`src/rtl/alu_shift_seq.sv`:
```
// alu_shift_seq: multi-cycle 16-bit shifter for the ALU shift op codes (16..31).
// One bit step per cycle; the result and {ZF,NF,CF,OF} are registered on entry to
// DONE and held until the next completed operation.
// Ports:
//   clk, rst          clock, asynchronous active-low reset
//   start, opsel      request (sampled in IDLE only) and op code ([4] shift op,
//                     [3]=0 forces count 1, [2:0] shift kind)
//   srcA, srcB        operand and shift count (srcB[3:0])
//   Cflag, Oflag      incoming carry / overflow
//   busy, ready       operation in progress / one-cycle result-valid pulse
//   res, flag_next    shifted result and {ZF,NF,CF,OF}
module alu_shift_seq (
    input  logic        clk,
    input  logic        rst,
    input  logic        start,
    input  logic [4:0]  opsel,
    input  logic [15:0] srcA,
    input  logic [15:0] srcB,
    input  logic        Cflag,
    input  logic        Oflag,
    output logic        busy,
    output logic        ready,
    output logic [15:0] res,
    output logic [3:0]  flag_next
);

    localparam int unsigned W  = 16;
    localparam int unsigned CW = 4;
    localparam int unsigned KW = 3;

    localparam logic [KW-1:0] K_RSL = 3'd0;
    localparam logic [KW-1:0] K_LSL = 3'd1;
    localparam logic [KW-1:0] K_RSA = 3'd2;
    localparam logic [KW-1:0] K_LSA = 3'd3;
    localparam logic [KW-1:0] K_RSR = 3'd4;
    localparam logic [KW-1:0] K_LSR = 3'd5;
    localparam logic [KW-1:0] K_RSC = 3'd6;
    localparam logic [KW-1:0] K_LSC = 3'd7;

    typedef enum logic [1:0] {
        IDLE  = 2'd0,
        SHIFT = 2'd1,
        DONE  = 2'd2
    } state_t;

    state_t         state, state_nx;
    logic [W-1:0]   work;
    logic [CW-1:0]  cnt;
    logic           c_q, o_q;
    logic [KW-1:0]  kind;

    logic           accept_c;
    logic [CW-1:0]  cap_cnt_c;
    logic [W-1:0]   step_v_c;
    logic           step_c_c, step_o_c;
    logic           unused_srcb_c;

    // Upper count bits are architecturally ignored.
    assign unused_srcb_c = ^srcB[W-1:CW];

    assign accept_c  = (state == IDLE) && start && opsel[4];
    assign cap_cnt_c = opsel[3] ? srcB[CW-1:0] : CW'(1);

    // State register.
    always_ff @(posedge clk or negedge rst) begin
        if (!rst) begin
            state <= IDLE;
        end else begin
            state <= state_nx;
        end
    end

    // Next-state logic.
    always_comb begin
        state_nx = state;
        case (state)
            IDLE: begin
                if (accept_c) begin
                    state_nx = (cap_cnt_c == '0) ? DONE : SHIFT;
                end
            end
            SHIFT: begin
                if (cnt == CW'(1)) begin
                    state_nx = DONE;
                end
            end
            DONE:    state_nx = IDLE;
            default: state_nx = IDLE;
        endcase
    end

    // One bit step of the current work value, carry and overflow.
    always_comb begin
        step_v_c = work;
        step_c_c = c_q;
        step_o_c = o_q;
        case (kind)
            K_RSL: begin step_c_c = work[0];   step_v_c = {1'b0, work[W-1:1]};     end
            K_LSL: begin step_c_c = work[W-1]; step_v_c = {work[W-2:0], 1'b0};     end
            K_RSA: begin step_c_c = work[0];   step_v_c = {work[W-1], work[W-1:1]}; end
            K_LSA: begin
                step_c_c = work[W-1];
                step_v_c = {work[W-2:0], 1'b0};
                // Sticky: sign changes on any step mark overflow.
                step_o_c = o_q | (work[W-1] ^ work[W-2]);
            end
            K_RSR: begin step_c_c = work[0];   step_v_c = {work[0], work[W-1:1]};   end
            K_LSR: begin step_c_c = work[W-1]; step_v_c = {work[W-2:0], work[W-1]}; end
            K_RSC: begin step_c_c = work[0];   step_v_c = {c_q, work[W-1:1]};       end
            K_LSC: begin step_c_c = work[W-1]; step_v_c = {work[W-2:0], c_q};       end
            default: ;
        endcase
    end

    // Datapath and registered outputs.
    always_ff @(posedge clk or negedge rst) begin
        if (!rst) begin
            work      <= '0;
            cnt       <= '0;
            c_q       <= 1'b0;
            o_q       <= 1'b0;
            kind      <= '0;
            res       <= '0;
            flag_next <= '0;
            busy      <= 1'b0;
            ready     <= 1'b0;
        end else begin
            busy  <= (state_nx != IDLE);
            ready <= (state_nx == DONE);
            case (state)
                IDLE: begin
                    if (accept_c) begin
                        work <= srcA;
                        c_q  <= Cflag;
                        cnt  <= cap_cnt_c;
                        kind <= opsel[KW-1:0];
                        // LSA restarts overflow tracking unless there are no steps.
                        o_q  <= ((opsel[KW-1:0] == K_LSA) && (cap_cnt_c != '0)) ? 1'b0 : Oflag;
                        if (cap_cnt_c == '0) begin
                            res       <= srcA;
                            flag_next <= {(srcA == '0), srcA[W-1], Cflag, Oflag};
                        end
                    end
                end
                SHIFT: begin
                    work <= step_v_c;
                    c_q  <= step_c_c;
                    o_q  <= step_o_c;
                    cnt  <= cnt - CW'(1);
                    if (cnt == CW'(1)) begin
                        res       <= step_v_c;
                        flag_next <= {(step_v_c == '0), step_v_c[W-1], step_c_c, step_o_c};
                    end
                end
                default: ;
            endcase
        end
    end

endmodule
```
`config.mk`:
```
export PLATFORM = sky130hd
export DESIGN_NAME = alu_shift_seq
export DESIGN_NICKNAME = d
export VERILOG_FILES = /design/src/rtl/alu_shift_seq.sv
export SDC_FILE = /design/constraint.sdc
export NUM_CORES = 1
export LEC_CHECK = 0
export ABC_AREA = 1
export BUFFER_PORTS_ARGS = -buffer_cell sky130_fd_sc_hd__buf_2
export CELL_PAD_IN_SITES_DETAIL_PLACEMENT = 0
export CELL_PAD_IN_SITES_GLOBAL_PLACEMENT = 1
export CORE_MARGIN = 3
export CORE_UTILIZATION = 38
export CTS_CLUSTER_DIAMETER = 30
export DETAILED_ROUTE_END_ITERATION = 10
export PLACE_DENSITY_LB_ADDON = 0.1
export REMOVE_ABC_BUFFERS = 1
export SLEW_MARGIN = 20
export SYNTH_ARGS = -nofsm -noshare
export SYNTH_HDL_FRONTEND = slang
export SYNTH_SLANG_ARGS = --single-unit
```
`constraint.sdc`:
```
create_clock -name clk -period 1.7 [get_ports clk]
set_input_delay 0.17 -clock clk [delete_from_list [all_inputs] [get_ports clk]]
set_output_delay 0.17 -clock clk [all_outputs]
set_load 0.1 [all_outputs]
```
### After elaboration in Yosys (flattened, before gate mapping)

Index checks and enable logic that the tools add are counted.

| cells by class | value |
|---|---|
| $add $sub $neg | 1 |
| multiply operators | 0 |
| divide/modulo/power cells | 0 |
| magnitude comparators | 0 |
| eq/ne operators | 14 |
| shift-type cells | 0 |
| multiplexer cells | 25 |
| bitwise logic cells | 2 |
| reductions and logical operators | 17 |

Operators by type and width:

| kind | number |
|---|---|
| $pmux W16 S7 | 1 |
| $mux W16 | 4 |
| $pmux W16 S2 | 2 |
| $logic_not A16 Y1 | 2 |
| $mux W4 | 5 |
| $pmux W4 S2 | 2 |
| $eq A3 B3 Y1 const B | 4 |
| $eq A3 B2 Y1 const B | 3 |
| $reduce_or A4 Y1 | 2 |
| $mux W2 | 3 |
| $pmux W1 S2 | 3 |
| $eq A4 B1 Y1 const B | 1 |
| $logic_not A4 Y1 | 1 |
| $mux W1 | 4 |
| $ne A2 B2 Y1 const B | 2 |
| $pmux W2 S2 | 1 |
| $reduce_and A2 Y1 | 2 |
| $reduce_and A4 Y1 | 1 |
| $reduce_bool A2 Y1 | 2 |
| $reduce_bool A4 Y1 | 1 |
| $sub A4 B1 Y4 const B | 1 |
| $eq A3 B1 Y1 const B | 1 |
| $logic_and A1 B1 Y1 | 3 |
| $logic_not A3 Y1 | 1 |
| 7 further kinds | 7 |

| storage, ports and cells | value |
|---|---|
| flip-flop bits (word level) | 49 |
| bits in latches | 0 |
| memory bits (writable) | 0 |
| bits in read-only memories | 0 |
| input bits | 42 |
| logic and storage cells | 69 |
| memories kept | 0 |

### Longest topological paths before layout

| logic depth | value |
|---|---|
| word-level depth | 6 |
| depth in mapped cells | 10 |

### Worst setup path after synthesis

Ideal clock, no wire load.

| path | value |
|---|---|
| kind | flip-flop to output port |
| from | register, netlist name flag_next[2] |
| to | output res[15] |
| arrival time | 1.340 ns |
| required time | 1.530 ns |
| path slack | 0.190 ns |
| stages on the path, launching flop included | 2 |
| cell sequence | dfrtp_1 > buf_4 |

RTL lines:

| item | RTL line | text |
|---|---|---|
| to (decl) | 23 | `output logic [15:0] res,` |

### Final worst setup path

| path | value |
|---|---|
| from | register cnt[0] |
| to | register res[12] |

| on the way | value |
|---|---|
| cells in the longest elaborated chain, start to end | 3 |

Ends and longest elaborated chain:

| item | RTL line | text |
|---|---|---|
| from (decl) | 48 | `logic [CW-1:0] cnt;` |
| from (signal assigned) | 135 | `cnt <= cap_cnt_c;` |
| from (signal assigned) | 149 | `cnt <= cnt - CW'(1);` |
| $eq A4 B1 Y1 | 150 | `if (cnt == CW'(1)) begin` |
| $ne A2 B2 Y1 (no source line) | - |  |
| $reduce_and A4 Y1 (no source line) | - |  |
| to (signal assigned) | 140 | `res <= srcA;` |
| to (signal assigned) | 151 | `res <= step_v_c;` |

Every way passes these cells.
A chain may end at the register's enable or synchronous reset.

==> metrics.txt <==
# TYPE chip_impl_metric gauge
chip_impl_metric{name="postRouteAntennaNets",unit=""} 0
chip_impl_metric{name="dieArea",unit="µm²"} 7650
chip_impl_metric{name="syn2layout_area_growth",unit="%"} 19.2
chip_impl_info{name="result_of_the_run",value="completed"} 1
chip_impl_metric{name="remaining_design_rule_violation_count",unit=""} 0
chip_impl_metric{name="cpPeakStageDelay",unit="ns"} 0.42
chip_impl_metric{name="starting_density_of_the_core",unit=""} 0.395
chip_impl_metric{name="number_of_drc_markers_in_iteration_0",unit=""} 122
chip_impl_metric{name="clock-skew-final",unit="ns"} 0.00858
chip_impl_metric{name="post_cts_buffers",unit=""} 0
chip_impl_metric{name="antenna_cells",unit=""} 0
chip_impl_metric{name="maxSlewHeadroom",unit=""} 0.676
chip_impl_metric{name="synth.yosys.seq_area_share",unit=""} 0.476
chip_impl_metric{name="core.rowCount",unit=""} 29
chip_impl_metric{name="antenna_violations_before_repair",unit=""} 0
chip_impl_metric{name="drt-vias-per-instance",unit=""} 4.86
chip_impl_metric{name="multiInputGateArea",unit="µm²"} 1130
chip_impl_metric{name="synthCells",unit=""} 339
chip_impl_info{name="endpoint_kind",value="flop"} 1
chip_impl_metric{name="critical_path.max_fanout",unit=""} 22
chip_impl_metric{name="synth.cell_area",unit="µm²"} 2520
chip_impl_metric{name="total_routing_usage_gr",unit=""} 0.182
chip_impl_metric{name="worst_hold_path.num_cells",unit=""} 3
chip_impl_metric{name="crit_arrival",unit="ns"} 1.72
chip_impl_metric{name="first_global_vias",unit=""} 2262
chip_impl_info{name="ctsRootBufferMaster",value="clkbuf_8"} 1
chip_impl_metric{name="max_cap_viol_count",unit=""} 0
chip_impl_metric{name="postSynthAreaPerCell",unit="µm²"} 7.44
chip_impl_metric{name="timing.final.crit_share",unit=""} 0.882
chip_impl_info{name="cp_cell_sequence",value="ha_1 -> nand2_1 -> nor2_1 -> nand2_1 -> nand2_4 -> inv_2 -> nand2_1 -> o21ai_1"} 1
chip_impl_metric{name="die_height",unit="µm"} 87.5
chip_impl_metric{name="hold_violations",unit=""} 0
chip_impl_metric{name="cts.reportedPaths.clkPinSlew",unit="ns"} 0.09
chip_impl_metric{name="area.sequential",unit="µm²"} 1200
chip_impl_metric{name="route.detailed.wl_per_inst",unit="µm"} 13.5
chip_impl_metric{name="gp_congestion",unit=""} 0.829
chip_impl_metric{name="htree_num_levels",unit=""} 2
chip_impl_metric{name="nNetsFinal",unit=""} 440
chip_impl_metric{name="grt_pass1_wl",unit="mm"} 10.9
chip_impl_metric{name="ys_seq_elements",unit=""} 48
chip_impl_metric{name="gr-total-overflow",unit=""} 0
chip_impl_info{name="rsz0062_at_grt",value="false"} 1
chip_impl_metric{name="clock_insertion_delay_worst_skew",unit="ns"} 0.30
chip_impl_metric{name="post-dp-hpwl",unit="mm"} 4.63
chip_impl_metric{name="clock_sinks",unit=""} 48
chip_impl_metric{name="finalInstanceArea",unit="µm²"} 3010
chip_impl_metric{name="port-buffer-count",unit=""} 51
chip_impl_metric{name="critPathRequiredTime",unit="ns"} 1.92
chip_impl_metric{name="layout_fillers",unit=""} 692
chip_impl_metric{name="drv_slew",unit=""} 0
chip_impl_metric{name="total_clock_buffers_created_by_cts",unit=""} 5
chip_impl_metric{name="share_of_cells_above_drive_strength_1",unit=""} 0.202
chip_impl_info{name="holdCritPathClass",value="in2reg"} 1
chip_impl_metric{name="finalCriticalPeriod",unit="ns"} 1.50
chip_impl_metric{name="dpl_cell_area",unit="µm²"} 2910
chip_impl_info{name="type_of_the_worst_setup_path",value="reg2reg"} 1
chip_impl_metric{name="die_width",unit="µm"} 87.5
chip_impl_metric{name="ys_types",unit=""} 31
chip_impl_metric{name="cells_on_worst_reg2reg_path",unit=""} 8
chip_impl_metric{name="dr_total_vias",unit=""} 2304
chip_impl_metric{name="final-setup-viol-count",unit=""} 0
chip_impl_metric{name="highest_attainable_clock_frequency",unit="MHz"} 667
chip_impl_metric{name="yosys_warnings",unit=""} 0
chip_impl_metric{name="top_level_ports",unit=""} 64
chip_impl_info{name="worst_path_max_delay_cell",value="dfrtp_1"} 1
chip_impl_metric{name="fp.coreArea",unit="µm²"} 6390
chip_impl_metric{name="wirelength",unit="mm"} 6.41
chip_impl_info{name="critical_path_most_common_cell",value="nand2_1"} 1
chip_impl_metric{name="maximum_number_of_pins_on_one_net_before_global_route_repair",unit=""} 49
chip_impl_metric{name="max-clock-path-buffers",unit=""} 2
chip_impl_info{name="worstSetupStartpointType",value="flop"} 1
chip_impl_info{name="tritoncts",value="done"} 1
chip_impl_metric{name="first_pass_iters",unit=""} 4
chip_impl_metric{name="tightestPinTransition",unit="ns"} 0.490
## synth_stat cells
cell,n,share of area
nand2_1,133,0.20
dfrtp_1,48,0.48
o21ai_0,42,0.083
nor2_1,26,0.039
inv_1,25,0.037
buf_2,9,0.018
nand3_1,7,0.014
o21ai_1,6,0.012
a31oi_1,5,0.012
a21oi_1,4,0.0079
buf_4,4,0.012
nor3_1,4,0.0079
inv_2,3,0.0045
nand4_1,3,0.0074
ha_1,2,0.0099
mux2i_1,2,0.0079
o22ai_1,2,0.0050
a211oi_1,1,0.0030
a31o_2,1,0.0035
buf_6,1,0.0045
clkbuf_1,1,0.0015
nand2_2,1,0.0025
nand2_4,1,0.0045
nand3b_1,1,0.0030
nor2_2,1,0.0025
nor2_4,1,0.0045
nor3_4,1,0.0065
o211ai_1,1,0.0030
or2_2,1,0.0025
xnor2_1,1,0.0035
xor2_1,1,0.0035
## placed cells by master, fill, tap and decap left out, types with 2 or more instances in the layout
master	synthesis	layout
nor2_1	26	26
nand3_1	7	7
o21ai_0	42	42
inv_2	3	3
nand2_1	133	133
clkbuf_8	0	6
nor3_1	4	4
buf_4	4	11
nand4_1	3	3
o21ai_1	6	6
mux2i_1	2	2
buf_12	0	2
clkbuf_1	1	2
o22ai_1	2	2
inv_1	25	25
a21oi_1	4	4
a31oi_1	5	5
ha_1	2	2
buf_2	9	51
dfrtp_1	48	48
## layer usage
metal	GRT usage	vias to the layer above	wire [µm]
met5	0	-	0
met1	0.251	1063	3150
met2	0.297	40	2970
met4	0.0377	0	49
met3	0.0350	5	239
li1	-	1196	-
## worst max-delay path: cells and delay by family, from the launching register on
kind	cells	cell delay [ns]
flops	1	0.42
compound gates	1	0.10
buf+inv	1	0.32
fa+ha+maj	1	0.20
simple gates	5	0.38
## worst paths after layout
path                          start  endpoint  slack, ns
max                          cnt[0]   res[12]       0.20
min                        opsel[1]   kind[1]       0.09
max reg2reg                  cnt[0]   res[12]       0.20
min reg2reg                  res[3]    res[3]       0.47
max in group asynchronous       rst    res[6]       1.09
min in group asynchronous       rst       c_q       0.38
## per-stage QoR
stage | utilization | instances | setup slack, ns | hold slack (ns) | TNS [ns]
after floorplan | - | 324 | -0.0838 | -0.126 | -0.0838
after global placement | 0.455 | 465 | 0.229 | 0.182 | 0
after detailed placement | 0.455 | 465 | 0.195 | 0.182 | 0
after CTS | 0.471 | 474 | 0.181 | 0.0826 | 0
after global routing | 0.471 | 474 | 0.0134 | 0.0853 | 0
final | 0.471 | 474 | 0.200 | 0.0854 | 0
## layout make-up
cell class | instances | share of cell area
flip-flops and latches | 48 | 0.400
multi-input cells | 248 | 0.375
clock buffers | 8 | 0.0300
well taps | 77 | 0.0320
inverters | 28 | 0.0350
repair buffers | 65 | 0.129
## cell families (layout without fill, tap and decap cells)
logic type / Yosys count / in the layout / synth area share
buffers and inverters: 43 / 101 / 0.0774
multiplexers: 2 / 2 / 0.00794
AND/OR/NAND/NOR: 180 / 180 / 0.292
adder cells (fa/ha/maj): 2 / 2 / 0.00992
flip-flops: 48 / 48 / 0.476
XOR/XNOR: 2 / 2 / 0.00695
AO/OA/AOI/OAI: 62 / 62 / 0.130
## state kept, by name, indices dropped and copies added (netlist names)
name and flops:
work 16, flag_next 4, ready 1, o_q 1, kind 3, state 2, c_q 1, res 15
cnt 4, busy 1
## what timing repair did
| action | in CTS | in global routing |
|---|---|---|
| endpoints found under the hold margin | 48 | 0 |
| hold buffers | 1 | 0 |
| gates resized for setup | 0 | 0 |
| endpoints found under the setup margin | 0 | 0 |
Power is left out: the tool's default activity adds up to more than one toggle a clock period on the data nets, which glitch-free logic cannot reach.
